--- config.mk ---
export PLATFORM = sky130hd
export DESIGN_NAME = load_store_monitor_flat
export DESIGN_NICKNAME = d
export VERILOG_FILES = /design/src/rtl/load_store_monitor_if.sv /design/src/rtl/load_store_monitor.sv /design/src/flat_wrapper.sv
export SDC_FILE = /design/constraint.sdc
export NUM_CORES = 1
export LEC_CHECK = 0
export BUFFER_PORTS_ARGS = -buffer_cell sky130_fd_sc_hd__clkbuf_2
export CAP_MARGIN = 20
export CELL_PAD_IN_SITES_DETAIL_PLACEMENT = 0
export CELL_PAD_IN_SITES_GLOBAL_PLACEMENT = 1
export CORE_MARGIN = 2
export CORE_UTILIZATION = 44
export DETAILED_ROUTE_END_ITERATION = 10
export GPL_TIMING_DRIVEN = 0
export PLACE_DENSITY_LB_ADDON = 0.25
export SYNTH_ARGS = -nofsm -noshare
export SYNTH_HDL_FRONTEND = slang
export SYNTH_SLANG_ARGS = --single-unit
--- constraint.sdc ---
create_clock -name clk -period 3.2 [get_ports clk]
set_input_delay 0.16 -clock clk [delete_from_list [all_inputs] [get_ports clk]]
set_output_delay 0.16 -clock clk [all_outputs]
set_load 0.01 [all_outputs]
--- src/rtl/load_store_monitor_if.sv ---
`default_nettype none
// ============================================================================
// Module   : load_store_monitor_if
// Purpose  : Bundles the checked pulse line and the monitor's result signals.
//            The master side owns the pulse source; the slave side is the
//            passive monitor that reports lock, pulse strobes and errors.
// Revision : 1.0 - initial release
// ============================================================================
interface load_store_monitor_if;
  logic        sig;
  logic        locked;
  logic        pulse;
  logic [15:0] pulse_cnt;
  logic        err;
  logic [1:0]  err_code;

  modport master (
    output sig,
    input  locked, pulse, pulse_cnt, err, err_code
  );

  modport slave (
    input  sig,
    output locked, pulse, pulse_cnt, err, err_code
  );
endinterface
`default_nettype wire

--- src/rtl/load_store_monitor.sv ---
`default_nettype none
// ============================================================================
// Module   : load_store_monitor
// Purpose  : Passive checker for the load/store volume oscillator pulse train.
//            A legal train is 2 cycles high followed by exactly 2N cycles low.
//            Locks after one verified period, counts valid pulses and latches
//            the first violation with a cause code until reset.
// Revision : 1.0 - initial release
// ============================================================================
module load_store_monitor #(
  parameter int N     = 7500,
  parameter int CBITS = 14
) (
  input  wire                 clk,
  input  wire                 rst,
  load_store_monitor_if.slave bus
);

  // Required low-gap length and the fixed high-run length.
  localparam logic [CBITS-1:0] C_GAP  = CBITS'(2 * N);
  localparam logic [CBITS-1:0] C_HIGH = CBITS'(2);
  localparam logic [CBITS-1:0] C_ONE  = CBITS'(1);

  localparam logic [1:0] C_ERR_NONE  = 2'd0;
  localparam logic [1:0] C_ERR_SHORT = 2'd1;
  localparam logic [1:0] C_ERR_LONG  = 2'd2;
  localparam logic [1:0] C_ERR_GAP   = 2'd3;

  typedef enum logic [1:0] {
    S_SYNC = 2'd0,
    S_HIGH = 2'd1,
    S_LOW  = 2'd2,
    S_ERR  = 2'd3
  } state_t;

  state_t           r_state;
  logic [CBITS-1:0] r_run;
  logic             r_sig_q;
  logic             r_locked;
  logic             r_pulse;
  logic [15:0]      r_pulse_cnt;
  logic             r_err;
  logic [1:0]       r_err_code;

  // Single-process checker FSM: tracks run lengths and updates every output
  // on the same edge that samples the deciding sig value.
  always_ff @(posedge clk) begin
    if (rst) begin
      r_state     <= S_SYNC;
      r_run       <= '0;
      // Treat a line already high at reset as "not a rise".
      r_sig_q     <= 1'b1;
      r_locked    <= 1'b0;
      r_pulse     <= 1'b0;
      r_pulse_cnt <= 16'd0;
      r_err       <= 1'b0;
      r_err_code  <= C_ERR_NONE;
    end else begin
      r_sig_q <= bus.sig;
      r_pulse <= 1'b0;
      case (r_state)
        S_SYNC: begin
          if (bus.sig && !r_sig_q) begin
            r_state <= S_HIGH;
            r_run   <= C_ONE;
          end
        end

        S_HIGH: begin
          if (bus.sig) begin
            if (r_run < C_HIGH) begin
              r_run <= r_run + C_ONE;
            end else begin
              r_state    <= S_ERR;
              r_err      <= 1'b1;
              r_err_code <= C_ERR_LONG;
              r_locked   <= 1'b0;
            end
          end else begin
            if (r_run == C_HIGH) begin
              r_state <= S_LOW;
              r_run   <= C_ONE;
              r_pulse <= 1'b1;
              if (r_pulse_cnt != 16'hFFFF) begin
                r_pulse_cnt <= r_pulse_cnt + 16'd1;
              end
            end else begin
              r_state    <= S_ERR;
              r_err      <= 1'b1;
              r_err_code <= C_ERR_SHORT;
              r_locked   <= 1'b0;
            end
          end
        end

        S_LOW: begin
          if (!bus.sig) begin
            if (r_run < C_GAP) begin
              r_run <= r_run + C_ONE;
            end else begin
              // Gap ran past 2N without a rise.
              r_state    <= S_ERR;
              r_err      <= 1'b1;
              r_err_code <= C_ERR_GAP;
              r_locked   <= 1'b0;
            end
          end else begin
            if (r_run == C_GAP) begin
              r_state  <= S_HIGH;
              r_run    <= C_ONE;
              r_locked <= 1'b1;
            end else begin
              // Rise arrived before the gap reached 2N.
              r_state    <= S_ERR;
              r_err      <= 1'b1;
              r_err_code <= C_ERR_GAP;
              r_locked   <= 1'b0;
            end
          end
        end

        S_ERR: begin
          // Absorbing: hold the error, keep the count frozen.
          r_locked <= 1'b0;
        end

        default: begin
          r_state <= S_ERR;
        end
      endcase
    end
  end

  assign bus.locked    = r_locked;
  assign bus.pulse     = r_pulse;
  assign bus.pulse_cnt = r_pulse_cnt;
  assign bus.err       = r_err;
  assign bus.err_code  = r_err_code;

endmodule
`default_nettype wire

--- src/flat_wrapper.sv ---
// flat-port wrapper written by rule: the top's interface ports become plain ports
module load_store_monitor_flat 
#(
  parameter int N     = 7500,
  parameter int CBITS = 14
)
  (clk, rst, bus_sig, bus_locked, bus_pulse, bus_pulse_cnt, bus_err, bus_err_code);
  load_store_monitor_if bus_i ();
  input  wire clk;
  input  wire rst;
  input wire logic [$bits(bus_i.sig)-1:0] bus_sig;
  output wire logic [$bits(bus_i.locked)-1:0] bus_locked;
  output wire logic [$bits(bus_i.pulse)-1:0] bus_pulse;
  output wire logic [$bits(bus_i.pulse_cnt)-1:0] bus_pulse_cnt;
  output wire logic [$bits(bus_i.err)-1:0] bus_err;
  output wire logic [$bits(bus_i.err_code)-1:0] bus_err_code;
  assign bus_i.sig = bus_sig;
  assign bus_locked = bus_i.locked;
  assign bus_pulse = bus_i.pulse;
  assign bus_pulse_cnt = bus_i.pulse_cnt;
  assign bus_err = bus_i.err;
  assign bus_err_code = bus_i.err_code;
  load_store_monitor #(.N(N), .CBITS(CBITS)) u_core (.clk(clk), .rst(rst), .bus(bus_i));
endmodule
==> metrics.md, run 1 <==
| Metric | Value |
|---|---|
| Status | `complete, no violations` |
| PwrDens | `386.7 nW/um2` |
| Full die area | `5740 um2` |
| Pleak | `0.8567 nW` |
| Met1 Resource Use GR | `0.2761` |
| Crit path kind | `reg -> reg` |
| Final period util | `0.8463` |
| RSZ-0062 raised after global routing | `no` |
| WL final | `5715 um` |
| Peak supply drop | `0.1724 mV` |
| Critical Path Sink Type | `flop` |
| GRT Overall Usage | `0.2128` |
| Pre-antenna DRT Iters | `4` |
| CTS Hold Buffers Added | `0` |
| Core Region | `5042 um2` |
| Number of synthesized register bits | `38` |
| Die Y | `75.76 um` |
| Relative slew slack | `0.3463` |
| Die X | `75.76 um` |
| Fraction of layout cells with a size suffix above 1 | `0.1364` |
| Clock Path Buffers | `2` |
| First-pass GRT wire length | `9411 um` |
| Clock-pin slew on the worst setup and hold paths | `80 ps` |
| Yosys top cell area share | `0.3357` |
| Syn Nets | `291` |
| Final worst slack | `491.8 ps` |
| Avg WL per Cell | `15.12 um` |
| CTS Root Cell | `clkbuf_8` |
| Top FF cell, synth | `dfxtp_1` |
| Post-Syn Area per Cell | `8.093 um2` |
| Worst Max-Slew Pin Slew | `969.9 ps` |
| Max cap viols | `0` |
| Cts bufs inserted | `5` |
| Overflow after GRT | `0` |
| Ys async rst share | `0` |
| Final hold slack | `401.0 ps` |
| Post-CTS Setup Inserts | `0` |
| DRC errors left | `0` |
| Crit-path max FO | `10` |
| Hold Crit Class | `in -> reg` |
| Post-CTS sizing | `0` |
| Pre-CTS WS | `512.3 ps` |
| Port bufs | `22` |
| CTS tree | `built` |
| Initial antenna violation count | `0` |
| Top achievable clock speed | `369.3 MHz` |
| Via count | `2204` |
| Vias in the first global route | `1941` |
| Nets@finish | `320` |
| Post-detailed-route via-to-cell ratio | `5.831` |
| Netlist cell types | `48` |
| Area growth syn-to-layout | `12.37%` |
| Met3 Usage GRT | `0.05291` |
| Setup Viol. Count Final | `0` |
| # clock sinks | `38` |
| Ranking of synthesized cells by area | `dfxtp_1 34%, a21oi_1 4.9%, ha_1 4.4%, o311ai_0 4.3%, or4_1 3.6%` |
| Iter 0 DRT Violations | `82` |
| Site row count | `26` |
| Req. time, crit path | `3340 ps` |
| Setup crit start kind | `flop` |
| Largest area contributor in the netlist | `dfxtp_1` |
| Antenna Nets Post-Route | `0` |
| Post-Syn Area | `2266 um2` |
| Gr busiest metal | `met2` |
| Final min period | `2708 ps` |
| DP HPWL | `4034 um` |
| Setup TNS Final | `0 ps` |
| Post-synth EDFFs | `0` |
| Placer Congestion | `0.8378` |
| Ys Warns | `0` |
| Final hold violation count | `0` |
| Largest net degree at the start of global routing | `11` |
| Fin. max-slew vios | `0` |
| Mapped Cells | `280` |
| Arr. time, crit path | `2850 ps` |
| Later-pin clock latency in the skew report | `290 ps` |
| Sequential share of the synthesized area | `0.3357` |
| Worst clock skew | `7.062 ps` |
| Met2 Resource Use GR | `0.3534` |
| Number of H-tree levels | `2` |
| Initial core utilization | `0.4494` |
| Diode count | `0` |
| # IOs | `24` |
==> layer usage <==
metal,up-vias,share of wire
li1,1116,-
met2,34,0.48
met1,1050,0.49
met4,0,0.0058
met5,-,0
met3,4,0.029
==> sequential cells by signal (all words and copies together) (netlist names) <==
signal and cells:
u_core.bus.pulse_cnt 16, u_core.r_run 14, u_core.bus.err_code 2, u_core.r_state 2
u_core.bus.err 1, u_core.bus.locked 1, u_core.bus.pulse 1, u_core.r_sig_q 1
==> through the flow <==
stage                     std cells  cell area (um2)  power (mW)  utilization
final                           378             2546      0.9847       0.5050
after detailed placement        372             2464      0.6662       0.4886
after global routing            378             2546       1.040       0.5050
after global placement          372             2464      0.6655       0.4886
after floorplan                 280             2266      0.6196            -
after CTS                       378             2546      0.9991       0.5050
==> logic make-up after synthesis <==
| family | Yosys count | synth area share |
|---|---|---|
| AO/OA/AOI/OAI | 84 | 0.2573 |
| XOR/XNOR | 1 | 0.003866 |
| adder cells (fa/ha/maj) | 8 | 0.04418 |
| buffers and inverters | 33 | 0.05632 |
| flip-flops | 38 | 0.3357 |
| multiplexers | 4 | 0.01822 |
| AND/OR/NAND/NOR | 112 | 0.2844 |
==> where the power goes <==
part	leakage, nW	switching [mW]	total, mW	internal [mW]
sequential	0.307	0.0116	0.497	0.486
clock	0.0431	0.162	0.328	0.166
combinational	0.506	0.102	0.159	0.0569
==> synthesized netlist by cell type, types with 2 or more instances <==
| cell | instances |
|---|---|
| ha_1 | 8 |
| nor2_1 | 19 |
| or2_2 | 3 |
| o2111ai_1 | 2 |
| o311ai_0 | 11 |
| dfxtp_1 | 38 |
| nor4_1 | 2 |
| nor2b_1 | 3 |
| nand3_1 | 16 |
| o21ai_0 | 13 |
| o21a_1 | 5 |
| or3_1 | 9 |
| buf_1 | 2 |
| o41ai_1 | 8 |
| a21oi_1 | 22 |
| nand2_1 | 19 |
| nand4_1 | 6 |
| a21boi_0 | 2 |
| inv_1 | 14 |
| o31ai_1 | 8 |
| clkbuf_1 | 14 |
| or4_1 | 11 |
| and2_1 | 7 |
| and4_1 | 2 |
| buf_2 | 3 |
| nor3_1 | 4 |
| and3_1 | 2 |
| a31oi_1 | 2 |
| nor4_4 | 2 |
| nand2b_1 | 2 |
| mux2i_1 | 3 |
| a211oi_1 | 2 |
==> cell type report <==
cell class,instances,area (um2)
Inverter,14,52.55
Sequential cell,38,760.7
Multi-Input combinational cell,209,1378
Buffer,19,75.07
Fill cell,499,2496
Timing Repair Buffer,22,110.1
Clock buffer,6,82.58
Tap cell,70,87.58
==> worst max-delay path: stages, from the launching register on <==
cell	delay, ps
dfxtp_1	300
clkbuf_1	190
or4_1	600
nor4_4	370
o2111ai_1	220
clkbuf_1	240
clkbuf_1	270
o31ai_1	280
a21oi_1	90
==> worst paths after layout <==
check / cells after the start / end / slack, ps / from
max: 8 / u_core.bus.pulse_cnt[5]$_SDFFE_PP0P_ / 490 / u_core.r_run[3]$_SDFFE_PP0P_
min: 2 / u_core.r_run[11]$_SDFFE_PP0P_ / 400 / rst
max reg2reg: 8 / u_core.bus.pulse_cnt[5]$_SDFFE_PP0P_ / 490 / u_core.r_run[3]$_SDFFE_PP0P_
min reg2reg: 2 / u_core.bus.err$_SDFFE_PP0P_ / 450 / u_core.bus.err$_SDFFE_PP0P_
==> layout by cell type (no fill, tap or decap), drive strengths merged, types with 2 or more instances in the layout <==
cell and instances:
mux2i 3, and2 7, dfxtp 38, clkbuf 42, nand2 19, inv 14
nor2b 3, a21boi 3, or3 9, o311ai 11, a31oi 2, buf 5
nand4 6, a211oi 2, and3 2, nor3 4, nor4 4, nand3 16
or4 12, and4 2, o21ai 14, o21a 5, ha 8, nor2 19
a21oi 22, o2111ai 2, nand2b 2, o31ai 8, o41ai 9, or2 3
(Power assumes the default switching activity.)
==> inputs of run 2 (changes only) <==
- CORE_UTILIZATION: 44 -> 39
- clock period: 3.2 -> 2.41 ns (I/O delays scaled with it)
==> metrics.md, run 2 (synthesis results as in run 1) <==
| Metric | Value |
|---|---|
| Nets@finish | `324 (was 320)` |
| WL final | `6057 um (was 5715 um)` |
| Iter 0 DRT Violations | `98 (was 82)` |
| Fillcell total | `556 (was 499)` |
| Pre-CTS WS | `-286.8 ps (was 512.3 ps)` |
| CTS Root Cell | `clkbuf_8 (unchanged)` |
| Crit-path max FO | `10 (unchanged)` |
| Vias in the first global route | `1942 (was 1941)` |
| Status | `complete, no violations (unchanged)` |
| Avg WL per Cell | `15.69 um (was 15.12 um)` |
| Number of H-tree levels | `2 (unchanged)` |
| Largest net degree at the start of global routing | `14 (was 11)` |
| GRT Overall Usage | `0.1935 (was 0.2128)` |
| Most frequent cells in the layout | `35 x dfxtp_1, 24 x clkbuf_2, 21 x a21oi_1 (was 38 x dfxtp_1, 22 x a21oi_1, 22 x clkbuf_2)` |
| Clock Path Buffers | `2 (unchanged)` |
| Req. time, crit path | `2600 ps (was 3340 ps)` |
| Peak supply drop | `0.2592 mV (was 0.1724 mV)` |
| Most common cell after layout, fill and taps aside | `dfxtp_1 (unchanged)` |
| DRC errors left | `0 (unchanged)` |
| Pre-antenna DRT Iters | `4 (unchanged)` |
| Slowest stage delay, CP | `540 ps (was 600 ps)` |
| Area growth syn-to-layout | `21.09% (was 12.37%)` |
| Final min period | `2321 ps (was 2708 ps)` |
| Port bufs | `22 (unchanged)` |
| Placer Congestion | `0.8035 (was 0.8378)` |
| Die X | `80.23 um (was 75.76 um)` |
| Final worst slack | `89.17 ps (was 491.8 ps)` |
| Final instance area | `2744 um2 (was 2546 um2)` |
| Cts bufs inserted | `5 (unchanged)` |
| Later-pin clock latency in the skew report | `290 ps (about the same)` |
| Core Util, Final | `0.4923 (was 0.5050)` |
| Fraction of layout cells with a size suffix above 1 | `0.2197 (was 0.1364)` |
| Post-detailed-route via-to-cell ratio | `5.837 (was 5.831)` |
| Critical Path Sink Type | `flop (unchanged)` |
| Overflow after GRT | `0 (unchanged)` |
| Initial antenna violation count | `0 (unchanged)` |
| Worst clock skew | `7.289 ps (was 7.062 ps)` |
| DP HPWL | `4204 um (was 4034 um)` |
| Relative slew slack | `0.5816 (was 0.3463)` |
| RSZ-0062 raised after global routing | `no (unchanged)` |
| CTS Hold Buffers Added | `0 (unchanged)` |
| Pleak | `0.9391 nW (was 0.8567 nW)` |
| CTS tree | `built (unchanged)` |
| First-pass GRT wire length | `9756 um (was 9411 um)` |
| Top achievable clock speed | `430.9 MHz (was 369.3 MHz)` |
| Final period util | `0.9630 (was 0.8463)` |
| # clock sinks | `38 (unchanged)` |
| Worst Max-Slew Pin Slew | `627.5 ps (was 969.9 ps)` |
| Worst-path cell chain | `or4_4 > nor4_4 > buf_6 > a21boi_4 > or3_1 > buf_4 > o41ai_1 (was clkbuf_1 > or4_1 > nor4_4 > o2111ai_1 > clkbuf_1 > clkbuf_1 > o31ai_1 > a21oi_1)` |
| Via count | `2253 (was 2204)` |
| Dpl cell area | `2466 um2 (was 2464 um2)` |
| Site row count | `27 (was 26)` |
| Setup crit start kind | `flop (unchanged)` |
| Full die area | `6436 um2 (was 5740 um2)` |
| Antenna Nets Post-Route | `0 (unchanged)` |
| Fin. max-slew vios | `0 (unchanged)` |
| # IOs | `24 (unchanged)` |
| Core Region | `5574 um2 (was 5042 um2)` |
| Max cap viols | `0 (unchanged)` |
| Die Y | `80.23 um (was 75.76 um)` |
| Diode count | `0 (unchanged)` |
| Final hold violation count | `0 (unchanged)` |
| Clock-pin slew on the worst setup and hold paths | `80 ps (about the same)` |
| Crit path kind | `reg -> reg (unchanged)` |
| Max reg flops | `16 (unchanged)` |
| PwrDens | `527.9 nW/um2 (was 386.7 nW/um2)` |
| Setup Viol. Count Final | `0 (unchanged)` |
| Arr. time, crit path | `2510 ps (was 2850 ps)` |
| Hold Crit Class | `in -> reg (unchanged)` |
| CP max stage cell | `or4_4 (was or4_1)` |
| Initial core utilization | `0.4065 (was 0.4494)` |
run 2: report_power, final:
group / total, mW / switching, mW / internal, mW
Combinational: 0.238 / 0.149 / 0.0892
Clock: 0.553 / 0.245 / 0.308
Sequential: 0.658 / 0.0145 / 0.644
Total: 1.45 / 0.408 / 1.04
run 2: routing by layer:
metal	share of wire	vias to the layer above	global-route usage
met3	0.054	5	0.03483
met4	0.0066	0	0.06102
li1	-	1128	-
met2	0.45	61	0.2717
met1	0.49	1059	0.2944
met5	0	-	0
run 2: worst max-delay path, delay by kind of cell (launching register included):
| family | cells | cell delay, ps |
|---|---|---|
| buffers and inverters | 2 | 350 |
| AND/OR/NAND/NOR | 3 | 1080 |
| flip-flops | 1 | 380 |
| AO/OA/AOI/OAI | 2 | 390 |
run 2: cell type report:
cell class                 instances  area (um2)  share of cell area
sequential                        38       767.0              0.2795
clock inverter                     3       45.04             0.01642
tap                               72       90.09             0.03283
inverter                          14       52.55             0.01915
timing repair buffer              28       158.9             0.05791
multi-input combinational        209        1471              0.5363
clock buffer                       5       68.82             0.02508
buffer                            17       90.09             0.03283
run 2: worst paths after layout:
kind | from | endpoint | slack [ps] | depth (start not counted)
setup / recovery | u_core.r_run[3]$_SDFFE_PP0P_ | u_core.r_run[3]$_SDFFE_PP0P_ | 90 | 7
hold / removal | rst | u_core.r_run[11]$_SDFFE_PP0P_ | 300 | 2
setup reg to reg | u_core.r_run[3]$_SDFFE_PP0P_ | u_core.r_run[3]$_SDFFE_PP0P_ | 90 | 7
hold reg to reg | u_core.bus.err$_SDFFE_PP0P_ | u_core.bus.err$_SDFFE_PP0P_ | 450 | 2
run 2: per-stage QoR:
stage                     total power [mW]  std cells  setup TNS, ps  hold WS, ps
final                                1.448        386              0        303.9
after detailed placement            0.8854        374          -4703        441.9
after global routing                 1.521        386              0        328.3
after floorplan                     0.8228        280              0        424.5
after CTS                            1.451        383              0        299.6
after global placement              0.8839        374          -4579        433.7
run 2: repair_timing:
item,4_1_cts,5_1_grt
cloned,0,0
gates resized for setup,6,34
pin swaps,2,1
setup buffers,3,3
endpoints found under the setup margin,30,27
